`src/rtl/mem_arbiter_pkg.sv`:
```
`default_nettype none
// ============================================================================
//  Module   : mem_arbiter_pkg
//  Brief    : Shared types and defaults for the IFU/LSU memory-port arbiter.
//  Revision : 1.0  initial release
// ============================================================================
package mem_arbiter_pkg;

    // Arbiter transaction phases
    typedef enum logic [1:0] {
        ST_IDLE = 2'd0,
        ST_REQ  = 2'd1,
        ST_WAIT = 2'd2,
        ST_RESP = 2'd3
    } state_e;

    // Which requester owns the in-flight transaction
    typedef enum logic {
        OWN_IFU = 1'b0,
        OWN_LSU = 1'b1
    } owner_e;

    localparam int DEFAULT_ADDR_W  = 32;
    localparam int DEFAULT_DATA_W  = 32;
    localparam int DEFAULT_MASK_W  = 8;
    localparam int DEFAULT_TIMEOUT = 255;

endpackage : mem_arbiter_pkg
`default_nettype wire

```
`src/rtl/mem_arbiter_if.sv`:
```
`default_nettype none
// ============================================================================
//  Module   : mem_arbiter_if
//  Brief    : Bundles the IFU, LSU and memory-side handshake signals.
//             slave  : the arbiter's view of the bundle.
//             master : the surrounding core / memory wrapper view.
//  Revision : 1.0  initial release
// ============================================================================
interface mem_arbiter_if #(
    parameter int ADDR_W = 32,
    parameter int DATA_W = 32,
    parameter int MASK_W = 8
);
    // IFU side
    logic              ifu_req_valid;
    logic              ifu_req_ready;
    logic [ADDR_W-1:0] ifu_addr;
    logic              ifu_resp_valid;
    logic [DATA_W-1:0] ifu_rdata;
    logic              ifu_resp_err;
    // LSU side
    logic              lsu_req_valid;
    logic              lsu_req_ready;
    logic [ADDR_W-1:0] lsu_addr;
    logic              lsu_wen;
    logic [DATA_W-1:0] lsu_wdata;
    logic [MASK_W-1:0] lsu_wmask;
    logic              lsu_resp_valid;
    logic [DATA_W-1:0] lsu_rdata;
    logic              lsu_resp_err;
    // Memory side
    logic              mem_req_valid;
    logic              mem_req_ready;
    logic [ADDR_W-1:0] mem_addr;
    logic              mem_wen;
    logic [DATA_W-1:0] mem_wdata;
    logic [MASK_W-1:0] mem_wmask;
    logic              mem_resp_valid;
    logic [DATA_W-1:0] mem_rdata;

    modport slave (
        input  ifu_req_valid, ifu_addr,
        input  lsu_req_valid, lsu_addr, lsu_wen, lsu_wdata, lsu_wmask,
        input  mem_req_ready, mem_resp_valid, mem_rdata,
        output ifu_req_ready, ifu_resp_valid, ifu_rdata, ifu_resp_err,
        output lsu_req_ready, lsu_resp_valid, lsu_rdata, lsu_resp_err,
        output mem_req_valid, mem_addr, mem_wen, mem_wdata, mem_wmask
    );

    modport master (
        output ifu_req_valid, ifu_addr,
        output lsu_req_valid, lsu_addr, lsu_wen, lsu_wdata, lsu_wmask,
        output mem_req_ready, mem_resp_valid, mem_rdata,
        input  ifu_req_ready, ifu_resp_valid, ifu_rdata, ifu_resp_err,
        input  lsu_req_ready, lsu_resp_valid, lsu_rdata, lsu_resp_err,
        input  mem_req_valid, mem_addr, mem_wen, mem_wdata, mem_wmask
    );

endinterface : mem_arbiter_if
`default_nettype wire

```
`src/rtl/mem_arbiter_rr_arbiter2.sv`:
```
`default_nettype none
// ============================================================================
//  Module   : rr_arbiter2
//  Brief    : Two-way round-robin grant. A lone requester always wins; on a
//             conflict the requester that was not granted last time wins.
//  Revision : 1.0  initial release
// ============================================================================
module rr_arbiter2
    import mem_arbiter_pkg::*;
(
    input  logic   i_ifu_valid,
    input  logic   i_lsu_valid,
    input  owner_e i_last_grant,
    output logic   o_gnt_valid,
    output owner_e o_gnt_owner
);

    // Pick the winner from the two valids and the previous grant
    always_comb begin
        o_gnt_valid = i_ifu_valid | i_lsu_valid;
        o_gnt_owner = OWN_IFU;
        if (i_ifu_valid && i_lsu_valid) begin
            o_gnt_owner = (i_last_grant == OWN_IFU) ? OWN_LSU : OWN_IFU;
        end else if (i_lsu_valid) begin
            o_gnt_owner = OWN_LSU;
        end
    end

endmodule : rr_arbiter2
`default_nettype wire

```
`src/rtl/mem_arbiter.sv`:
```
`default_nettype none
// ============================================================================
//  Module   : mem_arbiter
//  Brief    : Shares one memory port between instruction fetch and load/store.
//             One transaction in flight at a time: IDLE grants, REQ holds the
//             request until memory accepts, WAIT waits for the response under
//             a timeout, RESP returns a one-cycle strobe to the owner.
//  Revision : 1.0  initial release
// ============================================================================
module mem_arbiter
    import mem_arbiter_pkg::*;
#(
    parameter int ADDR_W  = DEFAULT_ADDR_W,
    parameter int DATA_W  = DEFAULT_DATA_W,
    parameter int MASK_W  = DEFAULT_MASK_W,
    parameter int TIMEOUT = DEFAULT_TIMEOUT   // must be >= 1
)
(
    input  logic          clk,
    input  logic          rst_n,
    mem_arbiter_if.slave  bus
);

    // Counter wide enough to hold TIMEOUT-1 even for TIMEOUT == 1
    localparam int                CNT_W   = $clog2(TIMEOUT + 1);
    localparam logic [CNT_W-1:0]  TO_LAST = CNT_W'(TIMEOUT - 1);

    // ------------------------------------------------------------------
    // State
    // ------------------------------------------------------------------
    state_e              state_q,        state_d;
    owner_e              owner_q,        owner_d;
    owner_e              last_grant_q,   last_grant_d;
    logic [CNT_W-1:0]    cnt_q,          cnt_d;

    logic                mem_req_valid_q, mem_req_valid_d;
    logic [ADDR_W-1:0]   mem_addr_q,     mem_addr_d;
    logic                mem_wen_q,      mem_wen_d;
    logic [DATA_W-1:0]   mem_wdata_q,    mem_wdata_d;
    logic [MASK_W-1:0]   mem_wmask_q,    mem_wmask_d;

    logic                ifu_resp_valid_q, ifu_resp_valid_d;
    logic [DATA_W-1:0]   ifu_rdata_q,      ifu_rdata_d;
    logic                ifu_resp_err_q,   ifu_resp_err_d;
    logic                lsu_resp_valid_q, lsu_resp_valid_d;
    logic [DATA_W-1:0]   lsu_rdata_q,      lsu_rdata_d;
    logic                lsu_resp_err_q,   lsu_resp_err_d;

    // ------------------------------------------------------------------
    // Combinational helpers
    // ------------------------------------------------------------------
    logic                w_gnt_valid;
    owner_e              w_gnt_owner;
    logic                w_ifu_req_ready;
    logic                w_lsu_req_ready;
    logic                w_done;
    logic                w_err;
    logic [DATA_W-1:0]   w_data;

    rr_arbiter2 u_rr_arbiter2 (
        .i_ifu_valid  (bus.ifu_req_valid),
        .i_lsu_valid  (bus.lsu_req_valid),
        .i_last_grant (last_grant_q),
        .o_gnt_valid  (w_gnt_valid),
        .o_gnt_owner  (w_gnt_owner)
    );

    // Next-state and next-output logic for the whole transaction flow
    always_comb begin
        state_d          = state_q;
        owner_d          = owner_q;
        last_grant_d     = last_grant_q;
        cnt_d            = cnt_q;
        mem_req_valid_d  = mem_req_valid_q;
        mem_addr_d       = mem_addr_q;
        mem_wen_d        = mem_wen_q;
        mem_wdata_d      = mem_wdata_q;
        mem_wmask_d      = mem_wmask_q;
        ifu_resp_valid_d = ifu_resp_valid_q;
        ifu_rdata_d      = ifu_rdata_q;
        ifu_resp_err_d   = ifu_resp_err_q;
        lsu_resp_valid_d = lsu_resp_valid_q;
        lsu_rdata_d      = lsu_rdata_q;
        lsu_resp_err_d   = lsu_resp_err_q;
        w_ifu_req_ready  = 1'b0;
        w_lsu_req_ready  = 1'b0;
        w_done           = 1'b0;
        w_err            = 1'b0;
        w_data           = '0;

        case (state_q)
            ST_IDLE: begin
                // Ready goes only to the winner, so a grant is a handshake
                if (w_gnt_valid) begin
                    owner_d         = w_gnt_owner;
                    last_grant_d    = w_gnt_owner;
                    mem_req_valid_d = 1'b1;
                    state_d         = ST_REQ;
                    if (w_gnt_owner == OWN_LSU) begin
                        w_lsu_req_ready = 1'b1;
                        mem_addr_d      = bus.lsu_addr;
                        mem_wen_d       = bus.lsu_wen;
                        mem_wdata_d     = bus.lsu_wdata;
                        mem_wmask_d     = bus.lsu_wen ? bus.lsu_wmask : '0;
                    end else begin
                        // Fetches are always plain reads
                        w_ifu_req_ready = 1'b1;
                        mem_addr_d      = bus.ifu_addr;
                        mem_wen_d       = 1'b0;
                        mem_wdata_d     = '0;
                        mem_wmask_d     = '0;
                    end
                end
            end

            ST_REQ: begin
                // Request fields stay frozen until memory takes them
                if (bus.mem_req_ready) begin
                    mem_req_valid_d = 1'b0;
                    cnt_d           = '0;
                    state_d         = ST_WAIT;
                end
            end

            ST_WAIT: begin
                cnt_d = cnt_q + 1'b1;
                // A real response beats a timeout landing on the same cycle
                if (bus.mem_resp_valid) begin
                    w_done = 1'b1;
                    w_err  = 1'b0;
                    w_data = mem_wen_q ? '0 : bus.mem_rdata;
                end else if (cnt_q == TO_LAST) begin
                    w_done = 1'b1;
                    w_err  = 1'b1;
                    w_data = '0;
                end
                if (w_done) begin
                    state_d = ST_RESP;
                    if (owner_q == OWN_IFU) begin
                        ifu_resp_valid_d = 1'b1;
                        ifu_rdata_d      = w_data;
                        ifu_resp_err_d   = w_err;
                    end else begin
                        lsu_resp_valid_d = 1'b1;
                        lsu_rdata_d      = w_data;
                        lsu_resp_err_d   = w_err;
                    end
                end
            end

            ST_RESP: begin
                // Single-cycle strobe; no new grant until back in IDLE
                ifu_resp_valid_d = 1'b0;
                ifu_rdata_d      = '0;
                ifu_resp_err_d   = 1'b0;
                lsu_resp_valid_d = 1'b0;
                lsu_rdata_d      = '0;
                lsu_resp_err_d   = 1'b0;
                cnt_d            = '0;
                state_d          = ST_IDLE;
            end

            default: begin
                state_d = ST_IDLE;
            end
        endcase
    end

    // Register all state and outputs; reset aborts any transaction silently
    always_ff @(posedge clk or negedge rst_n) begin
        if (!rst_n) begin
            state_q          <= ST_IDLE;
            owner_q          <= OWN_IFU;
            last_grant_q     <= OWN_IFU;
            cnt_q            <= '0;
            mem_req_valid_q  <= 1'b0;
            mem_addr_q       <= '0;
            mem_wen_q        <= 1'b0;
            mem_wdata_q      <= '0;
            mem_wmask_q      <= '0;
            ifu_resp_valid_q <= 1'b0;
            ifu_rdata_q      <= '0;
            ifu_resp_err_q   <= 1'b0;
            lsu_resp_valid_q <= 1'b0;
            lsu_rdata_q      <= '0;
            lsu_resp_err_q   <= 1'b0;
        end else begin
            state_q          <= state_d;
            owner_q          <= owner_d;
            last_grant_q     <= last_grant_d;
            cnt_q            <= cnt_d;
            mem_req_valid_q  <= mem_req_valid_d;
            mem_addr_q       <= mem_addr_d;
            mem_wen_q        <= mem_wen_d;
            mem_wdata_q      <= mem_wdata_d;
            mem_wmask_q      <= mem_wmask_d;
            ifu_resp_valid_q <= ifu_resp_valid_d;
            ifu_rdata_q      <= ifu_rdata_d;
            ifu_resp_err_q   <= ifu_resp_err_d;
            lsu_resp_valid_q <= lsu_resp_valid_d;
            lsu_rdata_q      <= lsu_rdata_d;
            lsu_resp_err_q   <= lsu_resp_err_d;
        end
    end

    // ------------------------------------------------------------------
    // Output mapping
    // ------------------------------------------------------------------
    assign bus.ifu_req_ready  = w_ifu_req_ready;
    assign bus.lsu_req_ready  = w_lsu_req_ready;
    assign bus.ifu_resp_valid = ifu_resp_valid_q;
    assign bus.ifu_rdata      = ifu_rdata_q;
    assign bus.ifu_resp_err   = ifu_resp_err_q;
    assign bus.lsu_resp_valid = lsu_resp_valid_q;
    assign bus.lsu_rdata      = lsu_rdata_q;
    assign bus.lsu_resp_err   = lsu_resp_err_q;
    assign bus.mem_req_valid  = mem_req_valid_q;
    assign bus.mem_addr       = mem_addr_q;
    assign bus.mem_wen        = mem_wen_q;
    assign bus.mem_wdata      = mem_wdata_q;
    assign bus.mem_wmask      = mem_wmask_q;

endmodule : mem_arbiter
`default_nettype wire

```
`src/flat_wrapper.sv`:
```
// flat-port wrapper written by rule: the top's interface ports become plain ports
module mem_arbiter_flat import mem_arbiter_pkg::*;
#(
    parameter int ADDR_W  = DEFAULT_ADDR_W,
    parameter int DATA_W  = DEFAULT_DATA_W,
    parameter int MASK_W  = DEFAULT_MASK_W,
    parameter int TIMEOUT = DEFAULT_TIMEOUT                  
)
  (clk, rst_n, bus_ifu_req_valid, bus_ifu_addr, bus_lsu_req_valid, bus_lsu_addr, bus_lsu_wen, bus_lsu_wdata, bus_lsu_wmask, bus_mem_req_ready, bus_mem_resp_valid, bus_mem_rdata, bus_ifu_req_ready, bus_ifu_resp_valid, bus_ifu_rdata, bus_ifu_resp_err, bus_lsu_req_ready, bus_lsu_resp_valid, bus_lsu_rdata, bus_lsu_resp_err, bus_mem_req_valid, bus_mem_addr, bus_mem_wen, bus_mem_wdata, bus_mem_wmask);
  mem_arbiter_if #(.ADDR_W(ADDR_W), .DATA_W(DATA_W), .MASK_W(MASK_W)) bus_i ();
  input  logic clk;
  input  logic rst_n;
  input wire logic [$bits(bus_i.ifu_req_valid)-1:0] bus_ifu_req_valid;
  input wire logic [$bits(bus_i.ifu_addr)-1:0] bus_ifu_addr;
  input wire logic [$bits(bus_i.lsu_req_valid)-1:0] bus_lsu_req_valid;
  input wire logic [$bits(bus_i.lsu_addr)-1:0] bus_lsu_addr;
  input wire logic [$bits(bus_i.lsu_wen)-1:0] bus_lsu_wen;
  input wire logic [$bits(bus_i.lsu_wdata)-1:0] bus_lsu_wdata;
  input wire logic [$bits(bus_i.lsu_wmask)-1:0] bus_lsu_wmask;
  input wire logic [$bits(bus_i.mem_req_ready)-1:0] bus_mem_req_ready;
  input wire logic [$bits(bus_i.mem_resp_valid)-1:0] bus_mem_resp_valid;
  input wire logic [$bits(bus_i.mem_rdata)-1:0] bus_mem_rdata;
  output wire logic [$bits(bus_i.ifu_req_ready)-1:0] bus_ifu_req_ready;
  output wire logic [$bits(bus_i.ifu_resp_valid)-1:0] bus_ifu_resp_valid;
  output wire logic [$bits(bus_i.ifu_rdata)-1:0] bus_ifu_rdata;
  output wire logic [$bits(bus_i.ifu_resp_err)-1:0] bus_ifu_resp_err;
  output wire logic [$bits(bus_i.lsu_req_ready)-1:0] bus_lsu_req_ready;
  output wire logic [$bits(bus_i.lsu_resp_valid)-1:0] bus_lsu_resp_valid;
  output wire logic [$bits(bus_i.lsu_rdata)-1:0] bus_lsu_rdata;
  output wire logic [$bits(bus_i.lsu_resp_err)-1:0] bus_lsu_resp_err;
  output wire logic [$bits(bus_i.mem_req_valid)-1:0] bus_mem_req_valid;
  output wire logic [$bits(bus_i.mem_addr)-1:0] bus_mem_addr;
  output wire logic [$bits(bus_i.mem_wen)-1:0] bus_mem_wen;
  output wire logic [$bits(bus_i.mem_wdata)-1:0] bus_mem_wdata;
  output wire logic [$bits(bus_i.mem_wmask)-1:0] bus_mem_wmask;
  assign bus_i.ifu_req_valid = bus_ifu_req_valid;
  assign bus_i.ifu_addr = bus_ifu_addr;
  assign bus_i.lsu_req_valid = bus_lsu_req_valid;
  assign bus_i.lsu_addr = bus_lsu_addr;
  assign bus_i.lsu_wen = bus_lsu_wen;
  assign bus_i.lsu_wdata = bus_lsu_wdata;
  assign bus_i.lsu_wmask = bus_lsu_wmask;
  assign bus_i.mem_req_ready = bus_mem_req_ready;
  assign bus_i.mem_resp_valid = bus_mem_resp_valid;
  assign bus_i.mem_rdata = bus_mem_rdata;
  assign bus_ifu_req_ready = bus_i.ifu_req_ready;
  assign bus_ifu_resp_valid = bus_i.ifu_resp_valid;
  assign bus_ifu_rdata = bus_i.ifu_rdata;
  assign bus_ifu_resp_err = bus_i.ifu_resp_err;
  assign bus_lsu_req_ready = bus_i.lsu_req_ready;
  assign bus_lsu_resp_valid = bus_i.lsu_resp_valid;
  assign bus_lsu_rdata = bus_i.lsu_rdata;
  assign bus_lsu_resp_err = bus_i.lsu_resp_err;
  assign bus_mem_req_valid = bus_i.mem_req_valid;
  assign bus_mem_addr = bus_i.mem_addr;
  assign bus_mem_wen = bus_i.mem_wen;
  assign bus_mem_wdata = bus_i.mem_wdata;
  assign bus_mem_wmask = bus_i.mem_wmask;
  mem_arbiter #(.ADDR_W(ADDR_W), .DATA_W(DATA_W), .MASK_W(MASK_W), .TIMEOUT(TIMEOUT)) u_core (.clk(clk), .rst_n(rst_n), .bus(bus_i));
endmodule
```
`config.mk`:
```
export PLATFORM = sky130hd
export DESIGN_NAME = mem_arbiter_flat
export DESIGN_NICKNAME = d
export VERILOG_FILES = /design/src/rtl/mem_arbiter_pkg.sv /design/src/rtl/mem_arbiter_if.sv /design/src/rtl/mem_arbiter_rr_arbiter2.sv /design/src/rtl/mem_arbiter.sv /design/src/flat_wrapper.sv
export SDC_FILE = /design/constraint.sdc
export NUM_CORES = 1
export LEC_CHECK = 0
export ABC_AREA = 1
export CAP_MARGIN = 10
export CORE_UTILIZATION = 30
export DETAILED_ROUTE_END_ITERATION = 8
export PLACE_DENSITY = 0.62
export SLEW_MARGIN = 20
export SYNTH_ARGS = -nofsm -noshare
export SYNTH_HDL_FRONTEND = slang
export SYNTH_HIERARCHICAL = 1
export SYNTH_SLANG_ARGS = --single-unit
```
`constraint.sdc`:
```
create_clock -name clk -period 1.68 [get_ports clk]
set_input_delay 0.336 -clock clk [delete_from_list [all_inputs] [get_ports clk]]
set_output_delay 0.336 -clock clk [all_outputs]
set_load 0.03 [all_outputs]
```
**Word-level counts from Yosys, hierarchy flattened**

Cells that the tools add are included.

- Add/sub/neg operators: 1
- $mul: 0
- Div/mod/pow operators: 0
- Order comparisons: 0
- Eq/ne operators: 9
- Shifts and indexed selects: 0
- Multiplexer cells: 47
- Bitwise gates (word level): 1
- Reductions and logical operators: 11

Operators with widths:

| operator | number |
|---|---|
| $mux 32 | 8 |
| $pmux 32 s2 | 2 |
| $mux 1 | 24 |
| $mux 8 | 3 |
| $pmux 8 s3 | 1 |
| $reduce_and 3->1 | 4 |
| $pmux 1 s2 | 5 |
| $add 8x1->8 const B | 1 |
| $eq 8x8->1 const B | 1 |
| $pmux 2 s4 | 1 |
| $mux 2 | 3 |
| $ne 2x2->1 const B | 3 |
| $eq 2x2->1 const B | 2 |
| $ne 2x1->1 const B | 2 |
| $reduce_and 2->1 | 2 |
| $reduce_bool 2->1 | 2 |
| $reduce_bool 3->1 | 1 |
| $eq 2x1->1 const B | 1 |
| $logic_not 2->1 | 1 |
| $logic_and 1x1->1 | 1 |
| $or 1x1->1 | 1 |

- Register bits: 153
- Latch bits: 0
- RAM bits: 0
- ROM bits: 0
- Bits of input ports: 143
- Word-level logic and storage cells: 83
- Memories: 0

**Logic depth before layout (Yosys ltp)**

- Depth in word-level cells: 6
- Gate-level depth with buffers: 11

**Hierarchy**

Netlist, hierarchy kept.

By module, submodules not included:

| module | times used | cells an instance | area an instance (um^2) | sequential area each (um^2) |
|---|---|---|---|---|
| mem_arbiter | 1 | 638 | 6,178.4 | 3,828.7 |
| rr_arbiter2 | 1 | 3 | 15.0 | 0.0 |

**Worst setup path before layout**

Ideal clock, no wire load.

- Path kind: reg2out
- Start point: register u_core.state_q[0]
- End point: output port bus_ifu_req_ready
- Data arrival time: 1,389 ps
- Required time: 1,344 ps
- Slack: -45 ps
- Stages on the path, launching flop included: 8
- Cell sequence: dfrtp_1 inv_1 ha_1 nand2_1 inv_1 nand2_1 clkinv_1 clkbuf_1

- Word-level cells in the longest chain between the ends: 2

RTL lines:

| item | line | source |
|---|---|---|
| from (decl) | mem_arbiter.sv:31 | `state_e state_q, state_d;` |
| from (signal assigned) | mem_arbiter.sv:188 | `state_q <= state_d;` |
| $logic_not 2->1 | mem_arbiter.sv:91 | `case (state_q)` |
| $mux 1 | mem_arbiter.sv:91 |  |
| to (decl) | flat_wrapper.sv:23 | `output wire logic [$bits(bus_i.ifu_req_ready)-1:0] bus_ifu_req_ready;` |

No other way between the ends.

**Worst setup path after layout**

- Start point: register u_core.state_q[0]
- End point: output port bus_lsu_req_ready

- Word-level cells in the longest chain between the ends: 2

RTL lines:

| item | line | source |
|---|---|---|
| $logic_not 2->1 | mem_arbiter.sv:91 |  |
| $mux 1 | mem_arbiter.sv:91 |  |
| to (decl) | flat_wrapper.sv:27 | `output wire logic [$bits(bus_i.lsu_req_ready)-1:0] bus_lsu_req_ready;` |

No other way between the ends.

==> results by group <==
Outcome
  – Outcome: finished with violations
  – Failing checks: negative setup slack

Die
  – Initial core utilization: 0.306
  – Core Area: 0.0202 mm^2
  – Die area: 0.0212 mm^2
  – Die height: between 100 and 150 um
  – Io pins: 287
  – Die outline width: 146 um
  – Site Rows: 52

Power
  – Peak supply drop: 0.710 mV
  – Static Leak: 5.23 nW
  – Pwr dens: 2080 mW/mm^2

Drt
  – WL/cell: 16.5 um
  – Vias: 5798
  – 1st-iter DRT viols: 288
  – Routed Antenna Nets: 0
  – Post-Route WL: 20600 um
  – DR vias/cell: between 4 and 5
  – DRC viols: 0
  – Drt pass-1 iters: 5

Logic synthesis
  – Most frequent cells after synthesis: nand2_1, dfrtp_1, o21ai_1
  – Sequential share of the synthesized area: 0.618
  – Most frequent cell after synthesis: nand2_1
  – Async SR Flop Fraction: 1.00
  – Cell variety after synth: 26
  – Post-Syn Area: slightly above 0.006 mm^2
  – Mean Syn Cell Area: 9.66 um^2
  – Area leader, netlist: dfrtp_1
  – YS warnings: 6
  – Yosys reg bits: around 150
  – Post-synth EDFFs: 0
  – Post-Syn Instances: 641
  – Most used DFF post-synth: dfrtp_1
  – Post-Syn Nets: about 800
  – Synth top area share: 0.618
  – Largest cells by area after synthesis: dfrtp_1, nand2_1, a22o_1, o21ai_1, nand3_1

Timing
  – Final worst slack: -0.150 ns
  – RSZ-0062 raised after global routing: true
  – Hold slack final: 0.362 ns
  – Final period utilization: 1.09
  – Fin. Hold Viols: 0
  – Fmax: between 500 and 600 MHz
  – Least-Margin Pin Slew: 0.388 ns
  – Final setup fails: 8
  – Setup Skew: 0.00764 ns
  – Rel. slew slack: 0.743
  – Minimum clock period: 1.83 ns
  – Slew Limit Fails: 0

Placed design
  – DP Wirelength: roughly 13000 um
  – Port bufs: 286
  – DP Cell Count: 1191
  – RD Place Congestion: roughly 0.78

Critical path
  – Crit. path cell count: 6
  – Slowest cell on crit path: dfrtp_1
  – CP peak stage delay: slightly below 0.4 ns
  – CP top delay family: flip-flops
  – CP max FO: 3
  – CP Class: register to output port
  – Crit start category: register
  – Crit path capture type: output port
  – Critical Path RT: about 1.3 ns
  – WP data arrival: about 1.5 ns
  – Worst reg2reg path depth: 11
  – Bufs and invs on worst path: 3
  – Critical Path, Cell by Cell: inv_2, ha_4, nand2_4, buf_6, nor2_4, buf_8

Clock tree
  – CTS sink cnt: 153
  – Reg clk slew, reported paths: 0.07 ns
  – TritonCTS Buffers: 17
  – Max clock buf depth: 2
  – H-tree levels: 4
  – CTS tree: yes
  – CTS root buf: clkbuf_16
  – Worst-Skew Late Latency: 0.42 ns

Finish
  – Number of nets in the layout: 1116
  – Layout overhead on the synthesized area: 69.6%
  – Share of cells above drive strength 1: 0.140
  – Diode count: 0
  – Final std cells w/o fill: 1250
  – Fill count: 1901

Min path
  – Hold WC Path Type: primary input to asynchronous set/reset pin

Global route
  – First-pass GRT wire length: roughly 30000 um
  – Total global-route track usage: 0.182
  – Number of global-route vias before repair: between 5000 and 6000
  – Grt ovf: 0
  – Largest net degree at the start of global routing: 43
  – Initial antenna violation count: 0

Run
  – Max-Cap Viols: 0
==> placed cells by master, fill, tap and decap left out, types with 2 or more instances in the layout <==
cell             instances
dlygate4sd2_1          144
o21ai_1                 50
o21ai_2                 11
nand4_1                  3
clkinvlp_4               5
inv_1                   11
buf_12                  13
nor2_1                  10
nand2_4                  3
nand2_8                  3
clkdlybuf4s50_1        139
nor2_4                   3
clkbuf_16               25
ha_1                     3
buf_8                    3
a22o_1                  33
a21oi_1                  3
buf_6                    9
o21ai_0                 10
nand2_1                230
nand3_1                 50
inv_2                    5
a21oi_4                  2
dfrtp_1                153
clkinv_2                 3
nor2_2                   2
inv_6                    6
ha_4                     2
buf_4                   25
nand2_2                 10
==> path summary, 6_finish.rpt <==
kind / start / to / slack [ns]
max: u_core/state_q[0] / bus_lsu_req_ready / -0.15
min: rst_n / u_core/bus.lsu_rdata[2] / 0.36
max reg2reg: u_core/state_q[0] / u_core/bus.ifu_rdata[17] / -0.03
min reg2reg: u_core/bus.mem_wmask[1] / u_core/bus.mem_wmask[1] / 0.48
max in group asynchronous: rst_n / u_core/bus.mem_wdata[14] / 0.76
min in group clk: bus_lsu_wmask[7] / u_core/bus.mem_wmask[7] / 0.46
==> registers in the layout (all words and copies together), names as in the netlist <==
| signal | flops |
|---|---|
| u_core/bus.mem_addr | 32 |
| u_core/bus.mem_wen | 1 |
| u_core/bus.mem_wmask | 8 |
| u_core/bus.ifu_resp_valid | 1 |
| u_core/bus.ifu_resp_err | 1 |
| u_core/last_grant_q | 1 |
| u_core/bus.mem_wdata | 32 |
| u_core/bus.lsu_rdata | 32 |
| u_core/cnt_q | 8 |
| u_core/bus.ifu_rdata | 32 |
| u_core/bus.lsu_resp_valid | 1 |
| u_core/bus.mem_req_valid | 1 |
| u_core/bus.lsu_resp_err | 1 |
| u_core/state_q | 2 |
==> kinds of logic after synthesis <==
family,after synthesis,synth area share
compound gates,112,0.116
fa+ha+maj,6,0.0121
buf+inv,55,0.0455
flops,153,0.618
simple gates,315,0.208
==> per-stage QoR <==
stage,cell area (um^2),power [W],util,worst slack [ns],setup TNS [ns]
global placement,9560,0.0171,0.473,-0.280,-16.13
floorplan,6190,0.0124,-,0.0630,0
detailed placement,9560,0.0172,0.473,-0.292,-17.78
global route,10500,0.0232,0.519,-0.239,-5.25
finish,10500,0.0219,0.519,-0.150,-0.328
CTS,10000,0.0199,0.495,-0.227,-0.323
==> worst reg2reg max path, stage by stage (launching register included) <==
cell     delay [ns]
dfrtp_1        0.39
inv_2          0.09
buf_4          0.12
ha_4           0.20
inv_4          0.05
nor2_4         0.16
nand2_8        0.13
nand2_8        0.16
buf_6          0.11
buf_6          0.11
nand2_1        0.05
o21ai_1        0.06
==> per-layer routing <==
metal,part of all wire,vias up,track usage
li1,-,2780,-
met1,0.41,2737,0.222
met2,0.49,259,0.300
met3,0.087,22,0.0649
met4,0.016,0,0.0584
met5,0,-,0
==> power breakdown <==
| group | switching [W] | total [W] | leakage (nW) | internal (W) |
|---|---|---|---|---|
| clock | 0.00164 | 0.00356 | 0.252 | 0.00192 |
| combinational | 0.00739 | 0.0123 | 2.97 | 0.00488 |
| sequential | 0.000810 | 0.00604 | 2.01 | 0.00523 |
==> final cells by class <==
type                       instances  area (um^2)  area share
clock buffer                      18          429      0.0409
clock inverter                    14          111      0.0106
inverter                          18         71.3     0.00679
multi-input combinational        435         2270       0.216
sequential                       153         3830       0.365
tap                              270          338      0.0322
timing repair buffer             342         3460       0.329
==> what timing repair did <==
action / in CTS / in global routing
setup buffers: 5 / 6
gates cloned: 0 / 17
gates resized for setup: 158 / 40
hold buffers: 1 / 0
setup endpoints to repair: 144 / 123
pin swaps: 3 / 10
hold endpoints to repair: 23 / 0
Power figures use the tool's default switching activity.
